File: config.mk
export PLATFORM = sky130hd
export DESIGN_NAME = axis_ul_route_stage
export DESIGN_NICKNAME = d
export VERILOG_FILES = /design/src/rtl/axis_ul_route_stage.sv
export SDC_FILE = /design/constraint.sdc
export NUM_CORES = 2
export LEC_CHECK = 0
export ABC_AREA = 1
export BUFFER_PORTS_ARGS = -buffer_cell sky130_fd_sc_hd__buf_2
export CAP_MARGIN = 0
export CORE_MARGIN = 2
export CORE_UTILIZATION = 48
export CTS_CLUSTER_DIAMETER = 200
export DETAILED_ROUTE_END_ITERATION = 8
export PLACE_DENSITY = 0.7
export SLEW_MARGIN = 0
export SYNTH_ARGS = -nofsm -noshare
export SYNTH_HDL_FRONTEND = slang
export SYNTH_SLANG_ARGS = --single-unit
File: constraint.sdc
create_clock -name aclk -period 6.8 [get_ports aclk]
set_input_delay 0.68 -clock aclk [delete_from_list [all_inputs] [get_ports aclk]]
set_output_delay 0.68 -clock aclk [all_outputs]
set_load 0.05 [all_outputs]
File: src/rtl/axis_ul_route_stage.sv
// Per-region ingress stage ahead of the vFPGA switch: latches routing control at packet start,
// stamps tdest, buffers beats in a FWFT FIFO and drops packets to an invalid/disabled destination.
// Optional fwd_cnt/drop_cnt statistics outputs are built when AXIS_ROUTE_STATS_EN is defined.
module axis_ul_route_stage #(
    parameter int N_ID          = 4,
    parameter int FIFO_DEPTH    = 16,
    parameter int DEST_BITS     = 2,
    parameter int AXI_DATA_BITS = 64,
    parameter int PID_BITS      = 6
) (
    input  logic                       aclk,
    input  logic                       aresetn,
    input  logic [7:0]                 io_ctrl,
    input  logic                       s_tvalid,
    output logic                       s_tready,
    input  logic [AXI_DATA_BITS-1:0]   s_tdata,
    input  logic [AXI_DATA_BITS/8-1:0] s_tkeep,
    input  logic                       s_tlast,
    input  logic [PID_BITS-1:0]        s_tid,
    output logic                       m_tvalid,
    input  logic                       m_tready,
    output logic [AXI_DATA_BITS-1:0]   m_tdata,
    output logic [AXI_DATA_BITS/8-1:0] m_tkeep,
    output logic                       m_tlast,
    output logic [PID_BITS-1:0]        m_tid,
    output logic [DEST_BITS-1:0]       m_tdest,
    output logic                       drop_pkt
`ifdef AXIS_ROUTE_STATS_EN
    ,
    output logic [31:0]                fwd_cnt,
    output logic [31:0]                drop_cnt
`endif
);

    localparam int KEEP_BITS = AXI_DATA_BITS / 8;
    localparam int PTR_W     = $clog2(FIFO_DEPTH);
    localparam int CNT_W     = PTR_W + 1;
    localparam int ENT_W     = AXI_DATA_BITS + KEEP_BITS + 1 + PID_BITS + DEST_BITS;

    localparam logic [1:0] ST_IDLE = 2'd0;
    localparam logic [1:0] ST_FWD  = 2'd1;
    localparam logic [1:0] ST_DROP = 2'd2;

    logic [1:0]           state_r;
    logic [1:0]           state_nxt_s;
    logic [DEST_BITS-1:0] dest_r;
    logic [DEST_BITS-1:0] wr_dest_s;
    logic [PTR_W-1:0]     wr_ptr_r;
    logic [PTR_W-1:0]     rd_ptr_r;
    logic [PTR_W-1:0]     rd_ptr_nxt_s;
    logic [CNT_W-1:0]     count_r;
    logic [CNT_W-1:0]     count_nxt_s;
    logic                 ready_r;
    logic                 valid_r;
    logic                 drop_r;
    logic [ENT_W-1:0]     head_r;
    logic [ENT_W-1:0]     head_nxt_s;
    logic [ENT_W-1:0]     wr_entry_s;
    logic [ENT_W-1:0]     mem_r [FIFO_DEPTH];
    logic                 accept_s;
    logic                 verdict_s;
    logic                 push_s;
    logic                 pop_s;
    logic                 drop_evt_s;
    logic                 unused_ctrl_s;

    assign unused_ctrl_s = ^io_ctrl[7:3];

    // Packet FSM: verdict at packet start, then forward or discard until tlast
    always_comb begin
        accept_s    = s_tvalid && ready_r;
        verdict_s   = io_ctrl[0] && (32'(io_ctrl[2:1]) < 32'(N_ID));
        state_nxt_s = state_r;
        push_s      = 1'b0;
        drop_evt_s  = 1'b0;
        wr_dest_s   = dest_r;
        case (state_r)
            ST_IDLE: begin
                wr_dest_s = DEST_BITS'(io_ctrl[2:1]);
                if (accept_s && verdict_s) begin
                    push_s      = 1'b1;
                    state_nxt_s = s_tlast ? ST_IDLE : ST_FWD;
                end else if (accept_s) begin
                    drop_evt_s  = s_tlast;
                    state_nxt_s = s_tlast ? ST_IDLE : ST_DROP;
                end else begin
                    state_nxt_s = ST_IDLE;
                end
            end
            ST_FWD: begin
                push_s = accept_s;
                if (accept_s && s_tlast) begin
                    state_nxt_s = ST_IDLE;
                end else begin
                    state_nxt_s = ST_FWD;
                end
            end
            ST_DROP: begin
                if (accept_s && s_tlast) begin
                    drop_evt_s  = 1'b1;
                    state_nxt_s = ST_IDLE;
                end else begin
                    state_nxt_s = ST_DROP;
                end
            end
            default: begin
                state_nxt_s = ST_IDLE;
            end
        endcase
    end

    // FIFO bookkeeping; the next head bypasses the array when the pushed beat becomes head
    always_comb begin
        pop_s        = valid_r && m_tready;
        rd_ptr_nxt_s = pop_s ? (rd_ptr_r + PTR_W'(1)) : rd_ptr_r;
        wr_entry_s   = {s_tdata, s_tkeep, s_tlast, s_tid, wr_dest_s};
        case ({push_s, pop_s})
            2'b10:   count_nxt_s = count_r + CNT_W'(1);
            2'b01:   count_nxt_s = count_r - CNT_W'(1);
            default: count_nxt_s = count_r;
        endcase
        if (push_s && (wr_ptr_r == rd_ptr_nxt_s)) begin
            head_nxt_s = wr_entry_s;
        end else begin
            head_nxt_s = mem_r[rd_ptr_nxt_s];
        end
    end

    // Control state, pointers and registered outputs
    always_ff @(posedge aclk or negedge aresetn) begin
        if (!aresetn) begin
            state_r  <= ST_IDLE;
            dest_r   <= {DEST_BITS{1'b0}};
            wr_ptr_r <= {PTR_W{1'b0}};
            rd_ptr_r <= {PTR_W{1'b0}};
            count_r  <= {CNT_W{1'b0}};
            ready_r  <= 1'b0;
            valid_r  <= 1'b0;
            drop_r   <= 1'b0;
            head_r   <= {ENT_W{1'b0}};
        end else begin
            state_r <= state_nxt_s;
            if ((state_r == ST_IDLE) && accept_s) begin
                dest_r <= DEST_BITS'(io_ctrl[2:1]);
            end else begin
                dest_r <= dest_r;
            end
            if (push_s) begin
                wr_ptr_r <= wr_ptr_r + PTR_W'(1);
            end else begin
                wr_ptr_r <= wr_ptr_r;
            end
            rd_ptr_r <= rd_ptr_nxt_s;
            count_r  <= count_nxt_s;
            ready_r  <= (state_nxt_s == ST_DROP) || (count_nxt_s != CNT_W'(FIFO_DEPTH));
            valid_r  <= (count_nxt_s != {CNT_W{1'b0}});
            drop_r   <= drop_evt_s;
            // Head only reloads while data remains, so m_* hold their last value when empty
            if (count_nxt_s != {CNT_W{1'b0}}) begin
                head_r <= head_nxt_s;
            end else begin
                head_r <= head_r;
            end
        end
    end

    // Beat storage array, written on push only
    always_ff @(posedge aclk) begin
        if (push_s) begin
            mem_r[wr_ptr_r] <= wr_entry_s;
        end
    end

    assign s_tready = ready_r;
    assign m_tvalid = valid_r;
    assign drop_pkt = drop_r;
    assign {m_tdata, m_tkeep, m_tlast, m_tid, m_tdest} = head_r;

`ifdef AXIS_ROUTE_STATS_EN
    logic [31:0] fwd_cnt_r;
    logic [31:0] drop_cnt_r;

    // Saturating forwarded/dropped packet counters
    always_ff @(posedge aclk or negedge aresetn) begin
        if (!aresetn) begin
            fwd_cnt_r  <= 32'd0;
            drop_cnt_r <= 32'd0;
        end else begin
            if (pop_s && m_tlast && (fwd_cnt_r != 32'hFFFF_FFFF)) begin
                fwd_cnt_r <= fwd_cnt_r + 32'd1;
            end else begin
                fwd_cnt_r <= fwd_cnt_r;
            end
            if (drop_r && (drop_cnt_r != 32'hFFFF_FFFF)) begin
                drop_cnt_r <= drop_cnt_r + 32'd1;
            end else begin
                drop_cnt_r <= drop_cnt_r;
            end
        end
    end

    assign fwd_cnt  = fwd_cnt_r;
    assign drop_cnt = drop_cnt_r;
`endif

endmodule

=== Word-level counts from Yosys, hierarchy flattened ===
Memory sizes are Yosys's and may differ from the RTL's. A register that Yosys moved wholly into a read port is not among the register bits.
Index checks and enable logic that the tools add are counted.

* Bits in registers: 20
* RAM bits: 1296
* Output and inout bits: 84
* Word-level logic and storage cells: 46
* Memories kept: 1

{| class="wikitable"
|+ Memories
! name !! words !! width !! read ports !! clocked after memory_dff !! write ports !! RTL line !! text
|-
| mem_r || 16 || 81 || 1 || 1 || 1 || 59 || <nowiki>logic [ENT_W-1:0] mem_r [FIFO_DEPTH];</nowiki>
|}

* $add $sub $neg: 4
* Equal/unequal tests: 6
* Muxes and demuxes: 18
* Reductions and logical operators: 9

{| class="wikitable"
|+ Operators by type and width
! cell !! count
|-
| 2-bit two-way mux || 5
|-
| 5-bit one-hot mux with 2 select lines || 1
|-
| 4-bit by 1-bit adder with 4-bit output, second input constant || 2
|-
| 1-bit two-way mux || 8
|-
| 2-bit equality test, second input constant || 3
|-
| 2-bit one-hot mux with 3 select lines || 1
|-
| 5-bit by 1-bit adder with 5-bit output, second input constant || 1
|-
| 1-bit logical AND || 5
|-
| 5-bit inequality test, second input constant || 1
|-
| 5-bit nonzero test || 1
|-
| 5-bit by 1-bit subtractor with 5-bit output, second input constant || 1
|-
| 2-bit by 1-bit equality test with 1-bit output, second input constant || 2
|-
| 4-bit two-way mux || 1
|-
| 1-bit one-hot mux with 2 select lines || 2
|-
| 2-bit zero test || 1
|-
| 1-bit zero test || 1
|-
| 1-bit logical OR || 1
|}

=== Logic depth before layout (Yosys ltp) ===
* Depth after elaboration: 8
* Depth in mapped cells: 20

=== Worst setup path after synthesis ===
Ideal clock, no wire load.

* Kind: register to register
* From: register ready_r, in the netlist s_tready
* To: memory mem_r[11][0] in the netlist's numbering (enable)
* Setup time: 0.521 ns
* Data arrival time: 4.763 ns
* Required time: 6.279 ns
* Setup slack: 1.516 ns
* Cell stages (with the launch flop): 5
* Path buffers: 0
* Clock period less this slack: 5.284 ns
* Path through: dfrtp_1 > nand2_1 > nor3_4 > nand2_1 > nor2_1

* Word-level cells in the longest chain between the ends: 6

{| class="wikitable"
|+ RTL lines
! element !! RTL line !! text
|-
| start, declared || 53 || <nowiki>logic ready_r;</nowiki>
|-
| start signal, assigned || 155 || <nowiki>ready_r <= (state_nxt_s == ST_DROP) || (count_nxt_s != CNT_W'(FIFO_DEPTH));</nowiki>
|-
| 1-bit logical AND (*) || 71 || <nowiki>accept_s = s_tvalid && ready_r;</nowiki>
|-
| 1-bit logical AND || 80 || <nowiki>if (accept_s && verdict_s) begin</nowiki>
|-
| 1-bit two-way mux || 80 ||
|-
| 1-bit one-hot mux with 2 select lines (*) || 77 || <nowiki>case (state_r)</nowiki>
|-
| 1-bit two-way mux (*) || 169 || <nowiki>if (push_s) begin</nowiki>
|-
| 1-bit two-way mux (implied by the code) (*) || 170 || <nowiki>mem_r[wr_ptr_r] <= wr_entry_s;</nowiki>
|-
| end, declared || 59 ||
|}

Mark *: on every way between the ends. The rest lies on a longest branch, timed or not.

=== Worst setup path in the final report ===
* From: register ready_r, in the netlist s_tready
* To: register head_r[46], read port of mem_r

* Word-level cells in the longest chain between the ends: 7

{| class="wikitable"
|+ RTL lines
! element !! RTL line !! text
|-
| 1-bit logical AND (*) || 71 ||
|-
| 1-bit logical AND || 80 ||
|-
| 1-bit two-way mux || 80 ||
|-
| 1-bit one-hot mux with 2 select lines (*) || 77 ||
|-
| 2-bit by 1-bit equality test with 1-bit output / 2-bit equality test (equally long branches) || 117 || <nowiki>case ({push_s, pop_s})</nowiki>
|-
| 5-bit one-hot mux with 2 select lines (*) || 117 ||
|-
| named net count_nxt_s[1] || 52 || <nowiki>logic [CNT_W-1:0] count_nxt_s;</nowiki>
|-
| 5-bit nonzero test (*) || 159 || <nowiki>if (count_nxt_s != {CNT_W{1'b0}}) begin</nowiki>
|-
| end, declared || 56 || <nowiki>logic [ENT_W-1:0] head_r;</nowiki>
|}

Mark *: on every way through the listed nets, which the timed path passes. The rest lies on a longest branch.
A chain may end at the register's enable or synchronous reset.

==> results by group <==
Global routing
  • Largest net degree at the start of global routing: 221
  • Met1 Use GR: 31.7%
  • Grt ovf: 0
  • Vias in the first global route: 40500
  • M2 GR Usage: 41.0%
  • GR Util All Layers: 24.5%
  • First-pass GRT wire length: 243000 µm
  • Initial antenna violation count: 21
  • Met3 Track Usage GR: 4.59%
  • GR peak layer: met2

CTS
  • Setup repair bufs after CTS: 0
  • CTS sink cnt: 1397
  • Hold_buf cts: 1
  • H-tree levels: 4
  • Clock latency on the worst-skew pair: 760 ps
  • CTS-repair resized insts: 0
  • TritonCTS clock tree: built
  • Clk root buf: clkbuf_16
  • TritonCTS buffer count: 142
  • Buffer depth of the longest clock path: 3
  • Clock slew at reported path FFs: 60 ps

Timing
  • Worst Tran Pin Value: 1360 ps
  • Hold Fails Final Rpt: 0
  • Tcrit/Tclk final: 65.8%
  • Top achievable clock speed: 0.223 GHz
  • Period minus WS final: 4480 ps
  • Worst rel slew slack: 9.04%
  • Max-slew violation count: 0
  • Final setup viols: 0
  • Clk_skew: 27.7 ps
  • RSZ-0062 raised after global routing: false
  • Hold WS: 156 ps
  • TNS Setup: 0 ps

Logic synthesis
  • Post-Synth Adder-Cell Area: 0.163%
  • Post-synth top area share: 63.4%
  • Ys Warns: 0
  • Dominant synthesized flop cell: edfxtp_1
  • Post-synthesis compound-gate area fraction: 0.136%
  • Synthesized area per cell: 10.9 µm²
  • Synth area leaders: edfxtp_1 (63%), nand3_1 (11%), nand2_1 (6.3%)
  • Post-synth EDFFs: 1296
  • Mapped Area: 61400 µm²
  • Commonest cells post-synth: nand3_1 (1391), edfxtp_1 (1296), nand2_1 (1029), inv_1 (917), nand3b_1 (488)
  • Post-synthesis xor/xnor area fraction: 0.0570%
  • Ys async rst share: 7.23%
  • Simple-Gate Fraction of Synth Area: 23.9%
  • Mapped Cells: 5652
  • Register bit total from synthesis: 1397
  • Yosys top cell by area: edfxtp_1
  • Most common cell in the netlist: nand3_1
  • Multiplexer area fraction after synthesis: 0%
  • Largest family of logic cells by synthesized area: simple AND/OR/NAND/NOR gates
  • Netlist cell types: 29
  • Sequential cell area fraction in the yosys report: 67.5%
  • Syn Nets: 5751

Setup path
  • Worst Reg-to-Reg Cells: 16
  • CP startpoint kind: register
  • CP required: 7450 ps
  • Worst setup EP type: register
  • CP arrival: 5130 ps
  • CP endpoint: head_r[46]
  • R2r setup slk: 2320 ps
  • Worst r2r dst: head_r[46]
  • Worst r2r src: s_tready
  • Crit-path max FO: 50
  • Worst Setup SP: s_tready
  • Critical path class: register to register

Placed design
  • GPL Wtd Cong: 0.777
  • PortBufs: 169
  • Cells after DPL: 7179
  • HPWL after DPL: 73100 µm

Layout
  • Fin nets: 5761
  • Final std cells w/o fill: 7447
  • Layout cell share with drive strength beyond 1: 7.96%
  • Area growth syn-to-layout: 11.3%
  • Filler cells: 10400
  • Fin util: 53.7%

Die
  • Core area: 127000 µm²
  • I/O pins: 175
  • Die ar.: 131000 µm²
  • Die height: 362 µm
  • Starting density of the core: 48.2%
  • Num rows: 131
  • DIE WIDTH: 362 µm

Drt
  • ANT nets after route: 0
  • Via density per instance: 5.60
  • Pre-antenna DRT Iters: 6
  • Post-route DRC: 0
  • Vias post-DR: 41700
  • Final wirelength: 161000 µm
  • WL per Instance: 21.7 µm
  • Initial DRC count: 4602

Hold path
  • Hold/Removal Path Class: input pin to register
  • HP Start: io_ctrl[0]

Pwr
  • VDD IR-drop max: 0.392 mV
  • Leak Pwr: 27.4 nW
  • PwrDens: 445 nW/µm²

Flow run
  • Max-cap viol count: 0

Run status
  • Status: finished clean
## how the worst min path moves through the flow
stage | endpoint | slack [ps] | cells past startpoint
global placement | head_r[14] | 460 | 2
global route | drop_pkt | 140 | 2
CTS | drop_pkt | 110 | 2
floorplan | count_r[0] | 380 | 0
finish | drop_pkt | 160 | 2
detailed placement | head_r[7] | 460 | 2
## sequential cells by signal (all words and copies together) (netlist names)
register  cells
drop_pkt      1
wr_ptr_r      4
dest_r        2
head_r       81
mem_r      1296
count_r       5
rd_ptr_r      4
m_tvalid      1
state_r       2
s_tready      1
## metrics by stage
stage / area, µm² / setup slack [ps] / power (W)
CTS: 68300 / 2330 / 0.0304
detailed placement: 63600 / 1930 / 0.0226
floorplan: 61400 / 1520 / 0.0191
global route: 68300 / 2000 / 0.0320
global placement: 63600 / 2020 / 0.0224
finish: 68300 / 2320 / 0.0304
## cells in the final DEF, fill, tap and decap left out, types with 3 or more instances in the layout
cell type	instances
clkbuf_8	9
nand3b_1	488
ha_1	8
clkinv_2	11
inv_1	917
nand3_1	1389
edfxtp_1	1296
buf_4	38
clkinvlp_4	6
nand3_4	3
nor2_1	9
nand2_1	1024
xor2_1	3
clkinv_1	26
inv_4	3
clkbuf_1	37
nand4_1	4
nor2_4	17
bufinv_16	13
o21ai_0	7
diode_2	7
clkbuf_16	152
inv_6	4
inv_2	4
buf_2	168
dfrtp_1	101
buf_12	19
nand2_4	5
## final cells by class
type / instances / area (µm²) / share of cell area [%]
sequential: 1397 / 41400 / 60.6
multi-input combinational: 2969 / 15100 / 22.1
clock buffer: 198 / 4070 / 5.95
inverter: 925 / 3490 / 5.10
tap: 1662 / 2080 / 3.04
timing repair buffer: 227 / 1530 / 2.24
clock inverter: 62 / 648 / 0.948
antenna: 7 / 17.5 / 0.0256
## worst max-delay path, stage by stage (launching register included)
cell and delay [ps]:
dfrtp_1 350, nand2_1 140, nor3_4 460, inv_1 140
ha_1 280, inv_1 110, nand2_1 60, nand2_1 80
ha_1 220, nand2_1 60, o21ai_0 80, or2_0 210
nor2_1 290, nand3_4 870, buf_4 680, nand3_1 220
nand2_1 60
## kinds of logic after synthesis
logic type / count (synthesis)
AND/OR/NAND/NOR: 2944
flip-flops: 1397
buffers and inverters: 1286
AO/OA/AOI/OAI: 13
adder cells (fa/ha/maj): 8
XOR/XNOR: 4
## where the power goes
| group | total, W | switching [W] | internal (W) |
|---|---|---|---|
| Sequential | 0.0105 | 0.000316 | 0.0102 |
| Clock | 0.00788 | 0.00321 | 0.00467 |
| Combinational | 0.0121 | 0.00880 | 0.00325 |
## layer usage
layer  vias up  wire length [µm]
met2      1903             78300
met1     20300             63700
met4        22              4650
met3       331             14500
met5         -               116
li1      19100                 -
No activity file was read; power rests on OpenSTA's default activity.
